===== src/rtl/dot_arbiter.sv =====
// Round-robin arbiter sharing one 3-stage fixed-point 3-element dot-product pipe
// between NUM_REQ requesters; results are tagged with the requester id and queued in a credit-protected FIFO.
module dot_arbiter #(
  parameter int NUM_REQ     = 4,
  parameter int A_WIDTH     = 16,
  parameter int A_FRAC_BITS = 14,
  parameter int B_WIDTH     = 16,
  parameter int B_FRAC_BITS = 14,
  parameter int P_FRAC_BITS = 14,
  parameter int FIFO_DEPTH  = 8,
  localparam int EXTRA      = A_FRAC_BITS + B_FRAC_BITS - P_FRAC_BITS,
  localparam int D_WIDTH    = A_WIDTH + B_WIDTH - EXTRA + 2,
  localparam int ID_W       = $clog2(NUM_REQ)
) (
  input  logic                                   clk_in,
  input  logic                                   rst_in,
  input  logic [NUM_REQ-1:0]                     req_valid_in,
  output logic [NUM_REQ-1:0]                     req_ready_out,
  input  logic [NUM_REQ-1:0][2:0][A_WIDTH-1:0]   req_a_in,
  input  logic [NUM_REQ-1:0][2:0][B_WIDTH-1:0]   req_b_in,
  output logic                                   res_valid_out,
  input  logic                                   res_ready_in,
  output logic [D_WIDTH-1:0]                     res_data_out,
  output logic [ID_W-1:0]                        res_id_out,
  output logic                                   busy_out
);

  localparam int PW    = A_WIDTH + B_WIDTH;
  localparam int SW    = PW + 2;
  localparam int CNT_W = $clog2(FIFO_DEPTH + 1);
  localparam int PTR_W = $clog2(FIFO_DEPTH);

  typedef struct packed {
    logic [ID_W-1:0]    id;
    logic [D_WIDTH-1:0] data;
  } res_t;

  // ---------------------------------------------------------------------------
  // Arbitration and credits
  // ---------------------------------------------------------------------------
  logic [ID_W-1:0]  rr_ptr;
  logic [ID_W-1:0]  grant_id;
  logic             grant_found;
  logic [CNT_W-1:0] credits_used;
  logic [CNT_W-1:0] credits_next;
  logic             can_issue;
  logic             issue;
  logic             pop;
  logic             busy_q;

  // NOTE: every always_comb output gets a default first so no path leaves it
  // unassigned, which would otherwise infer a latch; combinational logic uses
  // blocking (=) assignments, sequential state uses non-blocking (<=).
  always_comb begin
    int idx;
    idx         = 0;
    grant_found = 1'b0;
    grant_id    = '0;
    for (int off = 0; off < NUM_REQ; off++) begin
      idx = int'(rr_ptr) + off;
      if (idx >= NUM_REQ) idx = idx - NUM_REQ;
      if (!grant_found && req_valid_in[idx]) begin
        grant_found = 1'b1;
        grant_id    = ID_W'(idx);
      end
    end
  end

  assign can_issue = (credits_used < CNT_W'(FIFO_DEPTH));
  assign issue     = rst_in && can_issue && grant_found;

  always_comb begin
    req_ready_out = '0;
    if (issue) req_ready_out[grant_id] = 1'b1;
  end

  // A credit is held from issue until the result leaves the FIFO, so the
  // pipe plus FIFO can never hold more than FIFO_DEPTH results.
  assign credits_next = credits_used + CNT_W'(issue) - CNT_W'(pop);

  always_ff @(posedge clk_in) begin
    if (!rst_in) begin
      rr_ptr       <= '0;
      credits_used <= '0;
      busy_q       <= 1'b0;
    end else begin
      if (issue) rr_ptr <= (grant_id == ID_W'(NUM_REQ - 1)) ? '0 : grant_id + ID_W'(1);
      credits_used <= credits_next;
      busy_q       <= (credits_next != '0);
    end
  end

  // ---------------------------------------------------------------------------
  // Datapath: S1 operands, S2 products, S3 sum + shift
  // ---------------------------------------------------------------------------
  logic                         s1_valid, s2_valid, s3_valid;
  logic [ID_W-1:0]              s1_id, s2_id, s3_id;
  logic [2:0][A_WIDTH-1:0]      s1_a;
  logic [2:0][B_WIDTH-1:0]      s1_b;
  logic [2:0][PW-1:0]           s1_prod;
  logic [2:0][PW-1:0]           s2_prod;
  logic signed [SW-1:0]         s2_sum;
  logic signed [SW-1:0]         s2_shift;
  logic [D_WIDTH-1:0]           s3_data;

  always_comb begin
    logic signed [PW-1:0] a_ext;
    logic signed [PW-1:0] b_ext;
    s1_prod = '0;
    a_ext   = '0;
    b_ext   = '0;
    for (int k = 0; k < 3; k++) begin
      a_ext      = PW'($signed(s1_a[k]));
      b_ext      = PW'($signed(s1_b[k]));
      s1_prod[k] = a_ext * b_ext;
    end
  end

  // Floor semantics come from the arithmetic shift; D_WIDTH leaves room for the
  // three-term sum so the truncation below never wraps.
  always_comb begin
    s2_sum   = SW'($signed(s2_prod[0])) + SW'($signed(s2_prod[1])) + SW'($signed(s2_prod[2]));
    s2_shift = s2_sum >>> EXTRA;
  end

  always_ff @(posedge clk_in) begin
    if (!rst_in) begin
      s1_valid <= 1'b0;
      s2_valid <= 1'b0;
      s3_valid <= 1'b0;
    end else begin
      s1_valid <= issue;
      s2_valid <= s1_valid;
      s3_valid <= s2_valid;
    end
  end

  // NOTE: payload registers and the FIFO storage carry no reset; only the valid
  // bits and pointers need it, and leaving memories unreset keeps them as plain RAM.
  always_ff @(posedge clk_in) begin
    if (issue) begin
      s1_id <= grant_id;
      s1_a  <= req_a_in[grant_id];
      s1_b  <= req_b_in[grant_id];
    end
    s2_id   <= s1_id;
    s2_prod <= s1_prod;
    s3_id   <= s2_id;
    s3_data <= D_WIDTH'(s2_shift);
  end

  // ---------------------------------------------------------------------------
  // Result FIFO
  // ---------------------------------------------------------------------------
  res_t             fifo_mem [FIFO_DEPTH];
  logic [PTR_W-1:0] wr_ptr, rd_ptr;
  logic [CNT_W-1:0] fifo_count;
  logic             push;
  res_t             head;

  assign push = s3_valid;
  assign pop  = res_valid_out && res_ready_in;

  always_ff @(posedge clk_in) begin
    if (!rst_in) begin
      wr_ptr     <= '0;
      rd_ptr     <= '0;
      fifo_count <= '0;
    end else begin
      wr_ptr     <= wr_ptr + PTR_W'(push);
      rd_ptr     <= rd_ptr + PTR_W'(pop);
      fifo_count <= fifo_count + CNT_W'(push) - CNT_W'(pop);
    end
  end

  always_ff @(posedge clk_in) begin
    if (push) fifo_mem[wr_ptr] <= '{id: s3_id, data: s3_data};
  end

  assign head          = fifo_mem[rd_ptr];
  assign res_valid_out = rst_in && (fifo_count != '0);
  assign res_data_out  = res_valid_out ? head.data : '0;
  assign res_id_out    = res_valid_out ? head.id : '0;
  assign busy_out      = rst_in && busy_q;

  // ---------------------------------------------------------------------------
  // Invariants
  // ---------------------------------------------------------------------------
  a_grant_onehot: assert property (@(posedge clk_in) disable iff (!rst_in)
    $onehot0(req_ready_out));
  a_no_push_full: assert property (@(posedge clk_in) disable iff (!rst_in)
    !(push && fifo_count == CNT_W'(FIFO_DEPTH)));
  a_grant_valid: assert property (@(posedge clk_in) disable iff (!rst_in)
    (req_ready_out & ~req_valid_in) == '0);

endmodule


===== config.mk =====
export PLATFORM = sky130hd
export DESIGN_NAME = dot_arbiter
export DESIGN_NICKNAME = d
export VERILOG_FILES = /design/src/rtl/dot_arbiter.sv
export SDC_FILE = /design/constraint.sdc
export NUM_CORES = 2
export LEC_CHECK = 0
export CORE_MARGIN = 2
export CORE_UTILIZATION = 30
export CTS_CLUSTER_SIZE = 20
export DETAILED_ROUTE_END_ITERATION = 8
export SKIP_LAST_GASP = 1
export SYNTH_ARGS = -nofsm -noshare
export SYNTH_HDL_FRONTEND = slang
export SYNTH_SLANG_ARGS = --single-unit

===== constraint.sdc =====
create_clock -name clk_in -period 31.9 [get_ports clk_in]
set_input_delay 6.38 -clock clk_in [delete_from_list [all_inputs] [get_ports clk_in]]
set_output_delay 6.38 -clock clk_in [all_outputs]
set_load 0.05 [all_outputs]

==> results.txt <==
core area - 0.156 mm^2
pre-CTS setup slack - 15.61 ns
Clock Root Buffer - clkbuf_16
Post-synth EDFFs - 274
initial antenna violation count - 5
Vias/cell - 4.66
Worst Path Max Fanout - 55
synthesis-to-layout area growth - 17.0%
fin crit share - 50.8%
Total GRT Usage - 16.8%
Fin. Hold Viols - 0
post-route setup TNS - 0 ns
CTS max path bufs - 3
drt total wl - 132 mm
Synth Register Bits - 414
maxcap violations - 0
post-synth top area cell - fa_1
IO Count - 419
postcts setup bufs - 0
Setup Skew - 0.0396 ns
share of post-route cells with drive strength above 1 - 3.57%
critical path capture point type - output pin
Seq/Total Area, Yosys - 23.5%
remaining antenna violation count after routing - 0
Initial Util - 30.1%
die height - 399 um
critical path class - input pin to output pin
row cnt - 145
Overflow after GRT - 0
DR vias - 32800
Cells after Synth - 4634
register-to-register setup slack - 24.28 ns
area of the die - 0.159 mm^2
status - completed
unrepaired setup endpoints after global routing - false
critical path required time - 25.52 ns
Detailed Place HPWL - 105 mm
cts hold-fix bufs - 0
Synth Area per Inst - 10.1 um^2
vias in the first global route - 35800
fin crit period - 16.21 ns
largest net degree at the start of global routing - 86
later-pin clock latency in the skew report - 0.63 ns
drc violations - 0
Synth Cell Area - 0.0468 mm^2
area post-placement - 0.0532 mm^2
first-pass GRT wire length - 208 mm
CP arrival - 9.83 ns
Synth cell types - 69
DRT Pass-1 Iters - 5
fmax - 61.7 MHz
CTS Sinks - 414
top_reg_cell synth - edfxtp_1
Final #Nets - 6451
Synthesized Nets - 6139
CTS tree - built
most frequent cells in the layout - inv_1, fa_1, nand2_1, clkdlybuf4s50_1, and2_1
DRT iter0 DRCs - 1821
relative slew slack - 33.2%
CP Launch Type - input pin
Synth async-reset ratio - 0%
worst-margin pin slew - 1.00 ns
yosys warns - 0
share of the synthesized area in the top cell type - 35.0%
overall die width - 399 um
clk slew on worst S/H paths - 0.06 ns
Synth area leaders - fa_1, edfxtp_1, ha_1, inv_1, nand2_1
commonest non-fill, non-tap cell in the layout - inv_1
RD Place Congestion - 0.881
Slew Limit Fails - 0
clock buffer count from CTS - 46
post-route setup slack - 15.69 ns
port bufs - 418
worst hold-check path type - flop to flop
endpoints failing setup - 0
Wirelength per Cell - 18.8 um
fin area - 0.0548 mm^2
H-tree depth - 2
CTS resizes - 0
[cell usage after synthesis, drive strengths merged, types with 3 or more instances]
cell,n
nand2,782
o31ai,6
xnor2,97
fa,819
or4,3
a211o,3
a311oi,5
mux2i,22
o211ai,6
a21oi,72
edfxtp,274
nor3,18
o41ai,4
a31oi,107
o21a,12
a211oi,15
or3,7
clkbuf,165
and3,105
xor2,30
nor2b,5
inv,887
and2,389
o21ai,51
nor2,115
nor4,4
a2111oi,5
and4,5
o21bai,15
nand2b,20
buf,10
dfxtp,140
a21boi,5
o22ai,3
nand3,20
mux4,44
a21o,39
nor3b,3
ha,295
a31o,6
[layer usage]
layer	up-vias	routed length [um]	GRT usage (%)
met5	-	0	0
met4	0	2550	3.21
met3	147	7150	2.50
met2	819	61100	27.9
met1	16800	61300	23.4
li1	15000	-	-
[sequential cells by signal, indices dropped and copies added, names as in the netlist]
signal        count
busy_q            1
credits_used      4
fifo_count        4
fifo_mem        176
push              1
rd_ptr            3
rr_ptr            2
s1_a             48
s1_b             48
s1_id             2
s1_valid          1
s2_id             2
s2_prod          96
s2_valid          1
s3_data          20
s3_id             2
wr_ptr            3
[logic make-up after synthesis]
logic type / synth area share, %
xor gates and xnor gates: 2.37
DFF: 23.5
AOI/OAI and AO/OA: 5.12
and+or+nand+nor: 15.0
buffers and inverters: 8.52
adders and majority gates: 42.9
muxes: 2.59
[per-stage QoR]
stage               std cells  util [%]  hold WS [ns]
floorplan                4634         -         0.310
global placement         6956      34.2         0.317
detailed placement       6956      34.2         0.318
CTS                      7042      35.2         0.333
global route             7042      35.2         0.337
finish                   7043      35.2         0.334
[worst max-delay path, cell delays in order]
cell and delay [ns]:
clkdlybuf4s50_1 0.48, inv_1 0.10, nor2_1 0.14, nor2_1 0.07
o22a_4 0.45, inv_6 0.38, buf_4 0.55, ha_1 0.25
and2_1 0.12, clkdlybuf4s50_1 0.83
[worst paths after layout]
path	startpoint	endpoint	cells after the start
max	req_valid_in[0]	req_ready_out[1]	10
min	s2_id[0]	s3_id[0]	0
max reg2reg	s1_a[15]	s2_prod[31]	18
min reg2reg	s2_id[0]	s3_id[0]	0
[layout make-up]
class	count	area, um^2
sequential	414	11000
multi-input combinational	3158	31900
inverter	887	3340
clock buffer	59	1270
clock inverter	27	318
tap	2058	2570
timing repair buffer	439	4340
fill	15800	101000
antenna	1	2.50
Power is not shown: default switching activity piles up to over one toggle a cycle in this logic, so the estimate is an artifact.
